File: src/rtl/alu_arbiter.sv
// Round-robin arbiter that shares one external combinational ALU between two
// valid/ready requesters and returns each captured result to its owner only.
module alu_arbiter #(
  parameter int unsigned WIDTH     = 32,
  parameter bit          INIT_PRIO = 1'b0
) (
  input  logic             clk,
  input  logic             rst_n,
  // requester 0
  input  logic             req0_valid,
  output logic             req0_ready,
  input  logic [WIDTH-1:0] req0_a,
  input  logic [WIDTH-1:0] req0_b,
  input  logic [2:0]       req0_op,
  output logic             rsp0_valid,
  input  logic             rsp0_ready,
  output logic [WIDTH-1:0] rsp0_result,
  output logic             rsp0_zero,
  output logic             rsp0_err,
  // requester 1
  input  logic             req1_valid,
  output logic             req1_ready,
  input  logic [WIDTH-1:0] req1_a,
  input  logic [WIDTH-1:0] req1_b,
  input  logic [2:0]       req1_op,
  output logic             rsp1_valid,
  input  logic             rsp1_ready,
  output logic [WIDTH-1:0] rsp1_result,
  output logic             rsp1_zero,
  output logic             rsp1_err,
  // shared ALU
  output logic [WIDTH-1:0] alu_a,
  output logic [WIDTH-1:0] alu_b,
  output logic [2:0]       alu_ctrl,
  input  logic [WIDTH-1:0] alu_out
);

  typedef enum logic [1:0] {
    S_IDLE = 2'd0,
    S_EXEC = 2'd1,
    S_RESP = 2'd2
  } state_t;

  state_t           state;
  logic             prio;
  logic             owner;
  logic             grant_c;
  logic             accept_c;
  logic             legal_c;
  logic             rsp_take_c;
  logic [WIDTH-1:0] result_c;

  // Grant the lone valid requester, or the favoured one under contention
  always_comb begin
    grant_c = prio;
    if (req0_valid && !req1_valid) begin
      grant_c = 1'b0;
    end else if (req1_valid && !req0_valid) begin
      grant_c = 1'b1;
    end
  end

  // Ready is only offered in IDLE and is held low while reset is asserted
  assign req0_ready = rst_n && (state == S_IDLE) && req0_valid && !grant_c;
  assign req1_ready = rst_n && (state == S_IDLE) && req1_valid &&  grant_c;
  assign accept_c   = req0_ready || req1_ready;

  // Supported op codes pass the ALU result through; anything else reads as zero
  always_comb begin
    case (alu_ctrl)
      3'b000, 3'b001, 3'b010, 3'b011, 3'b101: legal_c = 1'b1;
      default:                                 legal_c = 1'b0;
    endcase
    result_c = legal_c ? alu_out : '0;
  end

  // Response handshake of the current owner
  assign rsp_take_c = owner ? (rsp1_valid && rsp1_ready) : (rsp0_valid && rsp0_ready);

  // Sequencer: accept in IDLE, capture in EXEC, hold the response in RESP
  always_ff @(posedge clk or negedge rst_n) begin
    if (!rst_n) begin
      state       <= S_IDLE;
      prio        <= INIT_PRIO;
      owner       <= 1'b0;
      alu_a       <= '0;
      alu_b       <= '0;
      alu_ctrl    <= 3'b000;
      rsp0_valid  <= 1'b0;
      rsp0_result <= '0;
      rsp0_zero   <= 1'b0;
      rsp0_err    <= 1'b0;
      rsp1_valid  <= 1'b0;
      rsp1_result <= '0;
      rsp1_zero   <= 1'b0;
      rsp1_err    <= 1'b0;
    end else begin
      case (state)
        S_IDLE: begin
          if (accept_c) begin
            owner    <= grant_c;
            prio     <= ~grant_c;
            alu_a    <= grant_c ? req1_a  : req0_a;
            alu_b    <= grant_c ? req1_b  : req0_b;
            alu_ctrl <= grant_c ? req1_op : req0_op;
            state    <= S_EXEC;
          end
        end
        S_EXEC: begin
          if (owner) begin
            rsp1_valid  <= 1'b1;
            rsp1_result <= result_c;
            rsp1_zero   <= (result_c == '0);
            rsp1_err    <= ~legal_c;
          end else begin
            rsp0_valid  <= 1'b1;
            rsp0_result <= result_c;
            rsp0_zero   <= (result_c == '0);
            rsp0_err    <= ~legal_c;
          end
          state <= S_RESP;
        end
        S_RESP: begin
          if (rsp_take_c) begin
            rsp0_valid <= 1'b0;
            rsp1_valid <= 1'b0;
            state      <= S_IDLE;
          end
        end
        default: begin
          state <= S_IDLE;
        end
      endcase
    end
  end

endmodule

File: config.mk
export PLATFORM = sky130hd
export DESIGN_NAME = alu_arbiter
export DESIGN_NICKNAME = d
export VERILOG_FILES = /design/src/rtl/alu_arbiter.sv
export SDC_FILE = /design/constraint.sdc
export NUM_CORES = 1
export LEC_CHECK = 0
export ABC_CLOCK_PERIOD_IN_PS = 3150
export BUFFER_PORTS_ARGS = -buffer_cell sky130_fd_sc_hd__buf_2
export CAP_MARGIN = 10
export CORE_AREA = 4 4 118 120
export DETAILED_ROUTE_END_ITERATION = 6
export DIE_AREA = 0 0 122 124
export PLACE_DENSITY = 0.9
export RECOVER_POWER = 50
export REMOVE_ABC_BUFFERS = 1
export SLEW_MARGIN = 10
export SYNTH_ARGS = -nofsm -noshare
export SYNTH_HDL_FRONTEND = slang
export SYNTH_SLANG_ARGS = --single-unit
export TNS_END_PERCENT = 5
File: constraint.sdc
create_clock -name clk -period 3.15 [get_ports clk]
set_clock_uncertainty 0.05 [all_clocks]
set_input_delay 0.63 -clock clk [delete_from_list [all_inputs] [get_ports clk]]
set_output_delay 0.63 -clock clk [all_outputs]
set_load 0.005 [all_outputs]
### Word level (Yosys, flattened, before mapping)

Index checks and enable logic that the tools add are counted.

* flip-flop bits (word level): 141
* output and inout port bits: 139
* bits of input ports: 172
* word-level logic and storage cells: 67

* reductions and logical operators: 24
* muxes and demuxes: 16
* equality and inequality tests: 10
* bitwise logic cells: 3

Operator list (number)
* $mux 32: 3
* $logic_not 32->1: 1
* $logic_and 1x1->1: 9
* $ne 2x2->1 const B: 4
* $reduce_and 2->1: 4
* $mux 1: 7
* $eq 3x2->1 const B: 2
* $pmux 2 s3: 1
* $reduce_and 3->1: 2
* $reduce_or 5->1: 1
* $mux 2: 2
* $pmux 1 s2: 2
* $eq 3x1->1 const B: 1
* $eq 3x3->1 const B: 1
* $logic_not 1->1: 3
* $logic_not 3->1: 1
* $mux 3: 1
* $not 1->1: 3
* $eq 2x1->1 const B: 1
* $eq 2x2->1 const B: 1
* $logic_not 2->1: 1
* $reduce_bool 2->1: 1
* $logic_or 1x1->1: 1

### Logic depth before layout (Yosys ltp)

Gate-level depths: netlist of the first run.

* word-level depth: 9
* depth in mapped cells: 7
* mapped depth without buffers: 4

### Least setup slack after synthesis of the first run

Ideal clock, no wire load.

* path type: input -> output
* start: input port rst_n
* end: output port req1_ready
* data arrival time: 1.395 ns
* cell stages on the path: 4
* setup slack: 1.075 ns
* path buffers: 1
* data required time: 2.470 ns
* cell sequence: nor3b_4 -> nand2_1 -> a21oi_2 -> clkbuf_1

* longest elaborated chain between the ends: 3

RTL lines
* from (decl): line 8 `input logic rst_n,`
* $logic_and 1x1->1 (3 in a row): line 65 `assign req1_ready = rst_n && (state == S_IDLE) && req1_valid && grant_c;`
* to (decl): line 22 `output logic req1_ready,`

No other way between the ends.

### Worst setup path in the final report of the first run

* start: input port req1_valid
* end: register alu_a[9]

* longest elaborated chain between the ends: 7
* elaborated cells on any way between the ends: 12
* those cells by class: mux: 3; reduce/logical: 9

RTL lines
* from (decl): line 21 `input logic req1_valid,`
* $logic_and 1x1->1 or $logic_not 1->1 (tied branches): line 58, 56
* $mux 1 or $logic_and 1x1->1 (tied branches): line 58, 56
* $mux 1: line 56 `if (req0_valid && !req1_valid) begin`
* $logic_not 1->1: line 64 `assign req0_ready = rst_n && (state == S_IDLE) && req0_valid && !grant_c;`
* $logic_and 1x1->1: line 64
* $logic_or 1x1->1: line 66 `assign accept_c = req0_ready || req1_ready;`
* $reduce_and 2->1 (no line)
* to (signal assigned): line 103 `alu_a <= grant_c ? req1_a : req0_a;`
* to (decl): line 32 `output logic [WIDTH-1:0] alu_a,`

Parallel ways exist; a longest one is shown, timed or not.
A chain may end at the register's enable or synchronous reset.

==> reports/results.md, run 1 <==
## Power and ir drop
- **Internal Pwr Total** 5110 uW
- **share of total power consumed by net switching** 34.1%
- **Final Power** 7750 uW
- **power per unit of standard cell area** 983 mW/mm2
- **Max rail drop VDD** 472 uV
- **switching power** 2650 uW
- **logic gate share of total power** 34.0%
- **part of the power in the clock network** 25.1%
- **Sequential Power Share** 41.0%
- **cell leakage power** 0.00436 uW

## Placement
- **routability cong.** 0.889
- **placed cell count** 974
- **Buffers on Ports** 310
- **total cell area at the placement stage** 0.00744 mm2
- **HPWL reported at the end of detailed placement** 13600 um

## Finish
- **FILL cells** 1133
- **Finished Cell Area** 0.00789 mm2
- **share of cells above drive strength 1** 30.7%
- **layout overhead on the synthesized area** 37.4%
- **final instance count without filler cells** 1010
- **Layout Nets** 989

## Floorplan
- **Die X-Extent** 122 um
- **FP Rows** 42
- **Die Footprint** 0.0151 mm2
- **Initial Util** 44.2%
- **CORE AREA** 0.0130 mm2
- **number of ports placed on the die boundary** 311
- **floorplan die height** 124 um

## Drt
- **Residual DRC** 0
- **number of vias per cell** 5.31
- **Detailed Route Iter0 Violations** 381
- **antenna-violating nets left** 0
- **number of search-and-repair iterations in the first detailed-routing pass** 4
- **detailed-route via count** 5365
- **sum of routed wire length over all layers** 18400 um
- **Routed WL per cell** 18.2 um

## Synth
- **area share of the largest cell type after synthesis** 61.4%
- **synthesized instance count** 518
- **Area contributors post-synth** sky130_fd_sc_hd__dfrtp_1 (61%), sky130_fd_sc_hd__a22o_1 (10%), sky130_fd_sc_hd__a21o_1 (8.8%), sky130_fd_sc_hd__nand2_1 (6.7%), sky130_fd_sc_hd__o21ai_0 (5.9%)
- **count of synthesis-stage warnings from yosys** 0
- **synthesized cell area** 0.00574 mm2
- **cell type with the largest total area after synthesis** sky130_fd_sc_hd__dfrtp_1
- **most frequently used cell type in the post-synthesis netlist** sky130_fd_sc_hd__dfrtp_1
- **sequential area share after synthesis** 61.4%
- **number of synthesized flops with an enable pin** 0
- **Async S/R FF share, synth** 100%
- **most frequently used flop master after synthesis** sky130_fd_sc_hd__dfrtp_1
- **synth unique cells** 24
- **count of state elements after synthesis** 141
- **most numerous cell types in the synthesized netlist** sky130_fd_sc_hd__dfrtp_1 (141), sky130_fd_sc_hd__nand2_1 (102), sky130_fd_sc_hd__o21ai_0 (68)
- **Syn Area/Cell** 11.1 um2

## Global route
- **number of antenna violations at the first check in global routing** 7
- **vias in the first global route** 5264
- **global-route usage over all layers** 23.7%
- **total global routing overflow** 0
- **wire length of the first global-routing pass** 27300 um
- **pin count of the biggest net entering global routing** 82

## Timing
- **relative max-transition margin** -14.7%
- **max-slew violations** 42
- **final-report setup violation count** 0
- **measured slew at the worst slew-check pin** 1720 ps
- **post-route fraction of the period consumed by the critical path** 82.3%
- **final-report hold violation count** 0
- **final worst path period need** 2590 ps
- **maximum clock frequency** 386 MHz
- **setup repair after global routing missed its margin** false

## Critical path
- **Req. time, crit path** 3450 ps
- **startpoint types** input pin
- **critical path class** input pin to flip-flop
- **Worst setup EP type** flip-flop
- **worst endpoint data arrival time** 2890 ps
- **worst-path fanout max** 41

## Clock tree
- **clock transition at the registers of the reported paths** 60 ps
- **number of gates resized after cts** 0
- **CTS sink cnt** 141
- **depth of the CTS H-tree** 4
- **number of buffers added for setup after CTS** 0
- **CTS tree** yes
- **root cell of the clock tree** sky130_fd_sc_hd__clkbuf_16
- **largest buffer count on any clock path** 2
- **number of buffers inserted for hold repair after clock tree synthesis** 0
- **insertion delay to the later sink of the worst-skew pair** 410 ps
- **CTS buffer count** 17

## Status
- **violated checks** capacitance limit, slew limit
- **status** finished with violations

## Hold path
- **hold crit path type** input pin to asynchronous set/reset pin

## Run
- **max-capacitance violation count** 1

==> state kept, by name (all words and copies together), names as in the netlist, 2 cells and up <==
register / cells
alu_a: 32
alu_b: 32
rsp0_result: 32
rsp1_result: 32
alu_ctrl: 3
state: 2
==> path summary, 6_finish.rpt <==
| check | start | to | slack, ps | cells past startpoint |
|---|---|---|---|---|
| worst max-delay path | req1_valid | alu_a[9] | 560 | 5 |
| worst min-delay path | rst_n | rsp1_result[16] | 370 | 2 |
| worst max register to register | state[1] | alu_a[9] | 920 | 5 |
| worst min register to register | rsp1_result[15] | rsp1_result[15] | 420 | 2 |
| max in group asynchronous | rst_n | alu_b[3] | 1150 | 3 |
| min in group clk | req1_b[24] | alu_b[24] | 370 | 2 |
==> area by class of cell <==
type / count / area [um2] / area share, %
Sequential cell: 141 / 3530 / 44.7
Inverter: 4 / 15.0 / 0.190
Multi-Input combinational cell: 334 / 2030 / 25.8
Antenna cell: 4 / 10.0 / 0.127
Timing Repair Buffer: 319 / 1510 / 19.1
Tap cell: 176 / 220 / 2.79
Clock buffer: 22 / 464 / 5.88
Clock inverter: 10 / 115 / 1.46
==> logic make-up (layout without fill, tap and decap cells) <==
group | count (synthesis) | after routing | share of synthesized area [%]
AO/OA/AOI/OAI | 211 | 211 | 25.8
buffers and inverters | 43 | 355 | 3.51
flip-flops | 141 | 141 | 61.4
multiplexers | 2 | 2 | 0.392
other | 0 | 4 | 0
AND/OR/NAND/NOR | 121 | 121 | 8.85
==> metrics by stage <==
step                worst slack [ps]  TNS [ps]  hold slack (ps)  utilization, %
finish                           558         0              366            60.8
floorplan                       -262    -17640              284               -
CTS                              626         0              326            61.8
detailed placement               650         0              417            57.3
global placement                 684         0              408            57.3
global route                     410         0              352            60.7
==> power groups by stage <==
stage	Clock, uW	Sequential [uW]	Combinational, uW
floorplan	0	3190	1300
global placement	0	3130	2710
detailed placement	0	3140	2810
CTS	1970	3150	2810
global route	2050	3270	2960
finish	1940	3180	2630
==> worst max-delay path: stages <==
cell                      delay (ps)
sky130_fd_sc_hd__buf_2           130
sky130_fd_sc_hd__o21ai_2        1300
sky130_fd_sc_hd__buf_4           500
sky130_fd_sc_hd__a22o_1          210
sky130_fd_sc_hd__a21o_1          100
==> metal layers <==
layer  vias to the layer above  routed length, um  global-route usage, %
met2                       293               8770                   37.8
met3                        50               1960                   9.67
met5                         -                 41                      0
li1                       2460                  -                      -
met1                      2556               6910                   27.9
met4                         6                690                   11.7
==> placed cells by master (no fill, tap or decap) <==
cell and count:
sky130_fd_sc_hd__clkinv_2 3, sky130_fd_sc_hd__clkinv_4 2, sky130_fd_sc_hd__nand2_1 101, sky130_fd_sc_hd__clkbuf_8 2
sky130_fd_sc_hd__buf_4 8, sky130_fd_sc_hd__buf_2 209, sky130_fd_sc_hd__nor4_1 8, sky130_fd_sc_hd__and3_2 1
sky130_fd_sc_hd__nor2_1 2, sky130_fd_sc_hd__clkbuf_1 103, sky130_fd_sc_hd__bufinv_16 2, sky130_fd_sc_hd__a21o_1 67
sky130_fd_sc_hd__dfrtp_1 141, sky130_fd_sc_hd__diode_2 4, sky130_fd_sc_hd__nand2b_1 2, sky130_fd_sc_hd__o21ai_2 2
sky130_fd_sc_hd__clkbuf_16 17, sky130_fd_sc_hd__nor2b_1 2, sky130_fd_sc_hd__nand2_2 1, sky130_fd_sc_hd__o21ai_0 68
sky130_fd_sc_hd__clkinvlp_4 3, sky130_fd_sc_hd__buf_1 1, sky130_fd_sc_hd__o21bai_1 1, sky130_fd_sc_hd__nand4_1 2
sky130_fd_sc_hd__a22o_1 67, sky130_fd_sc_hd__a31oi_1 1, sky130_fd_sc_hd__a21oi_1 4, sky130_fd_sc_hd__inv_1 4
sky130_fd_sc_hd__a21oi_4 1, sky130_fd_sc_hd__nor3b_4 1, sky130_fd_sc_hd__buf_12 1, sky130_fd_sc_hd__mux2_2 2
sky130_fd_sc_hd__nand3_1 1
Power figures use the tool's default switching activity.
==> run 2: changes to the inputs <==
--- a/config.mk
+++ b/config.mk
@@ -5,13 +5,14 @@
 export SDC_FILE = /design/constraint.sdc
 export NUM_CORES = 1
 export LEC_CHECK = 0
-export ABC_CLOCK_PERIOD_IN_PS = 3150
+export ABC_CLOCK_PERIOD_IN_PS = 2400
 export BUFFER_PORTS_ARGS = -buffer_cell sky130_fd_sc_hd__buf_2
 export CAP_MARGIN = 10
-export CORE_AREA = 4 4 118 120
+export CORE_ASPECT_RATIO = 2
+export CORE_MARGIN = 4
+export CORE_UTILIZATION = 45
 export DETAILED_ROUTE_END_ITERATION = 6
-export DIE_AREA = 0 0 122 124
-export PLACE_DENSITY = 0.9
+export PLACE_DENSITY = 0.91
 export RECOVER_POWER = 50
 export REMOVE_ABC_BUFFERS = 1
 export SLEW_MARGIN = 10
==> constraint.sdc (replaced) <==
create_clock -name clk -period 2.4 [get_ports clk]
set_clock_uncertainty 0.05 [all_clocks]
set_input_delay 0.48 -clock clk [delete_from_list [all_inputs] [get_ports clk]]
set_output_delay 0.48 -clock clk [all_outputs]
set_load 0.005 [all_outputs]
==> reports/results.md, run 2 (synthesized netlist as in run 1, its figures left out) <==
## Global route
- **total global routing overflow** 0
- **pin count of the biggest net entering global routing** 142
- **number of antenna violations at the first check in global routing** 1
- **global-route usage over all layers** 24.2%
- **wire length of the first global-routing pass** 27700 um
- **vias in the first global route** 5348

## Clock tree
- **CTS sink cnt** 141
- **clock transition at the registers of the reported paths** 60 ps
- **insertion delay to the later sink of the worst-skew pair** 400 ps
- **root cell of the clock tree** sky130_fd_sc_hd__clkbuf_16
- **depth of the CTS H-tree** 4
- **CTS buffer count** 17
- **largest buffer count on any clock path** 2
- **CTS tree** yes

## Drt
- **Residual DRC** 0
- **number of search-and-repair iterations in the first detailed-routing pass** 4
- **detailed-route via count** 5288
- **Detailed Route Iter0 Violations** 217
- **Routed WL per cell** 18.6 um
- **antenna-violating nets left** 0
- **number of vias per cell** 5.37
- **sum of routed wire length over all layers** 18300 um

## Timing
- **maximum clock frequency** 443 MHz
- **final-report setup violation count** 0
- **setup tns final** 0 ps
- **post-route fraction of the period consumed by the critical path** 94.0%
- **measured slew at the worst slew-check pin** 1900 ps
- **setup repair after global routing missed its margin** false
- **max-slew violations** 142
- **final-report hold violation count** 0
- **relative max-transition margin** -26.7%
- **Setup WS post-layout** 143 ps
- **final worst path period need** 2260 ps

## Floorplan
- **Die Footprint** 0.0147 mm2
- **floorplan die height** 168 um
- **Initial Util** 45.7%
- **Die X-Extent** 87.9 um
- **CORE AREA** 0.0126 mm2
- **FP Rows** 58
- **number of ports placed on the die boundary** 311

## Placement
- **pre-CTS setup slack** 327 ps
- **Buffers on Ports** 310
- **HPWL reported at the end of detailed placement** 13600 um
- **routability cong.** 0.824
- **total cell area at the placement stage** 0.00749 mm2

## Critical path
- **Critical R2R Capture** rsp1_result[21]
- **worst path cell trace** nor3b_4 > and3_4 > buf_2
- **highest-delay cell along the critical path** sky130_fd_sc_hd__dfrtp_1
- **worst r2r src** state[0]
- **Worst setup EP type** output pin
- **Req. time, crit path** 1870 ps
- **startpoint types** flip-flop
- **crit-path leading delay family** simple AND/OR/NAND/NOR gates
- **register-to-register path setup slack** 530 ps
- **delay of the slowest cell on the worst path** 420 ps
- **critical path class** flip-flop to output pin
- **Reg2Reg Depth** 5
- **worst-path fanout max** 13
- **number of buffers and inverters on the critical path** 1
- **first element of the critical path** state[0]
- **worst endpoint data arrival time** 1730 ps

## Status
- **violated checks** capacitance limit, slew limit
- **status** finished with violations

## Power and ir drop
- **Max rail drop VDD** 684 uV
- **Final Power** 10300 uW
- **cell leakage power** 0.00460 uW
- **power per unit of standard cell area** 1290 mW/mm2

## Finish
- **share of cells above drive strength 1** 39.0%
- **Finished Cell Area** 0.00801 mm2
- **layout overhead on the synthesized area** 39.4%
- **Layout Nets** 994
- **antenna diode count** 0
- **most common cell after layout, fill and taps aside** sky130_fd_sc_hd__buf_2
- **most used cells in the layout excluding fill and tap cells** sky130_fd_sc_hd__buf_2 (271), sky130_fd_sc_hd__dfrtp_1 (141), sky130_fd_sc_hd__nand2_1 (101)

## Hold path
- **startpoint of the tightest hold check path** req1_a[7]
- **hold path cells** 2
- **hold crit path type** input pin to flip-flop
- **hold endpoint** alu_a[7]

## Run
- **max-capacitance violation count** 1

==> run 2: changes by cell type in the layout (fill, tap and decap cells not counted), sizes merged <==
cell	delta
buf	+65
bufinv	-1
clkbuf	-63
clkinv	-1
diode	-4
inv	+5
==> run 2: layout make-up <==
type,count,area [um2]
well taps,150,188
repair buffers,324,1650
flip-flops and latches,141,3530
inverters,4,15.0
multi-input cells,334,2050
clock inverters,13,130
clock buffers,19,453
fillers,1015,4550
==> run 2: layer usage <==
layer	up-vias	global-route usage (%)	routed length (um)
met2	253	43.5	9840
met4	2	9.89	639
met3	47	5.81	1410
met5	-	0	20
li1	2455	-	-
met1	2531	26.4	6370
==> run 2: worst register-to-register path: stages (launching register included) <==
cell and delay [ps]:
sky130_fd_sc_hd__dfrtp_1 420, sky130_fd_sc_hd__nor2b_1 320, sky130_fd_sc_hd__nand2_2 360, sky130_fd_sc_hd__buf_4 380, sky130_fd_sc_hd__nand2_1 120, sky130_fd_sc_hd__o21ai_0 90
==> run 2: repair_timing <==
action                                  in CTS  in global routing
buffers inserted                             0                  0
endpoints found under the setup margin       0                  1
hold buffers                                 0                  0
gates resized for setup                      0                  1
==> run 2: how the worst max path moves through the flow <==
| stage | endpoint | slack [ps] | cells past startpoint |
|---|---|---|---|
| finish | req0_ready | 140 | 3 |
| global route | req0_ready | 40 | 3 |
| CTS | req0_ready | 20 | 3 |
| detailed placement | req0_ready | 330 | 4 |
| global placement | req0_ready | 340 | 4 |
| floorplan | alu_a[0] | -860 | 3 |
==> run 2: per-stage QoR <==
step           util [%]  instances  hold WS (ps)
6_report           63.8        985           228
5_1_grt            63.8        985           213
3_5_place_dp       59.6        953           415
2_1_floorplan         -        479           134
3_3_place_gp       59.6        953           406
4_1_cts            64.3        985           177
==> run 2: power by group <==
group	internal [uW]	switching [uW]
registers	3480	622
clock network	1510	1070
logic	1800	1850
total	6790	3550
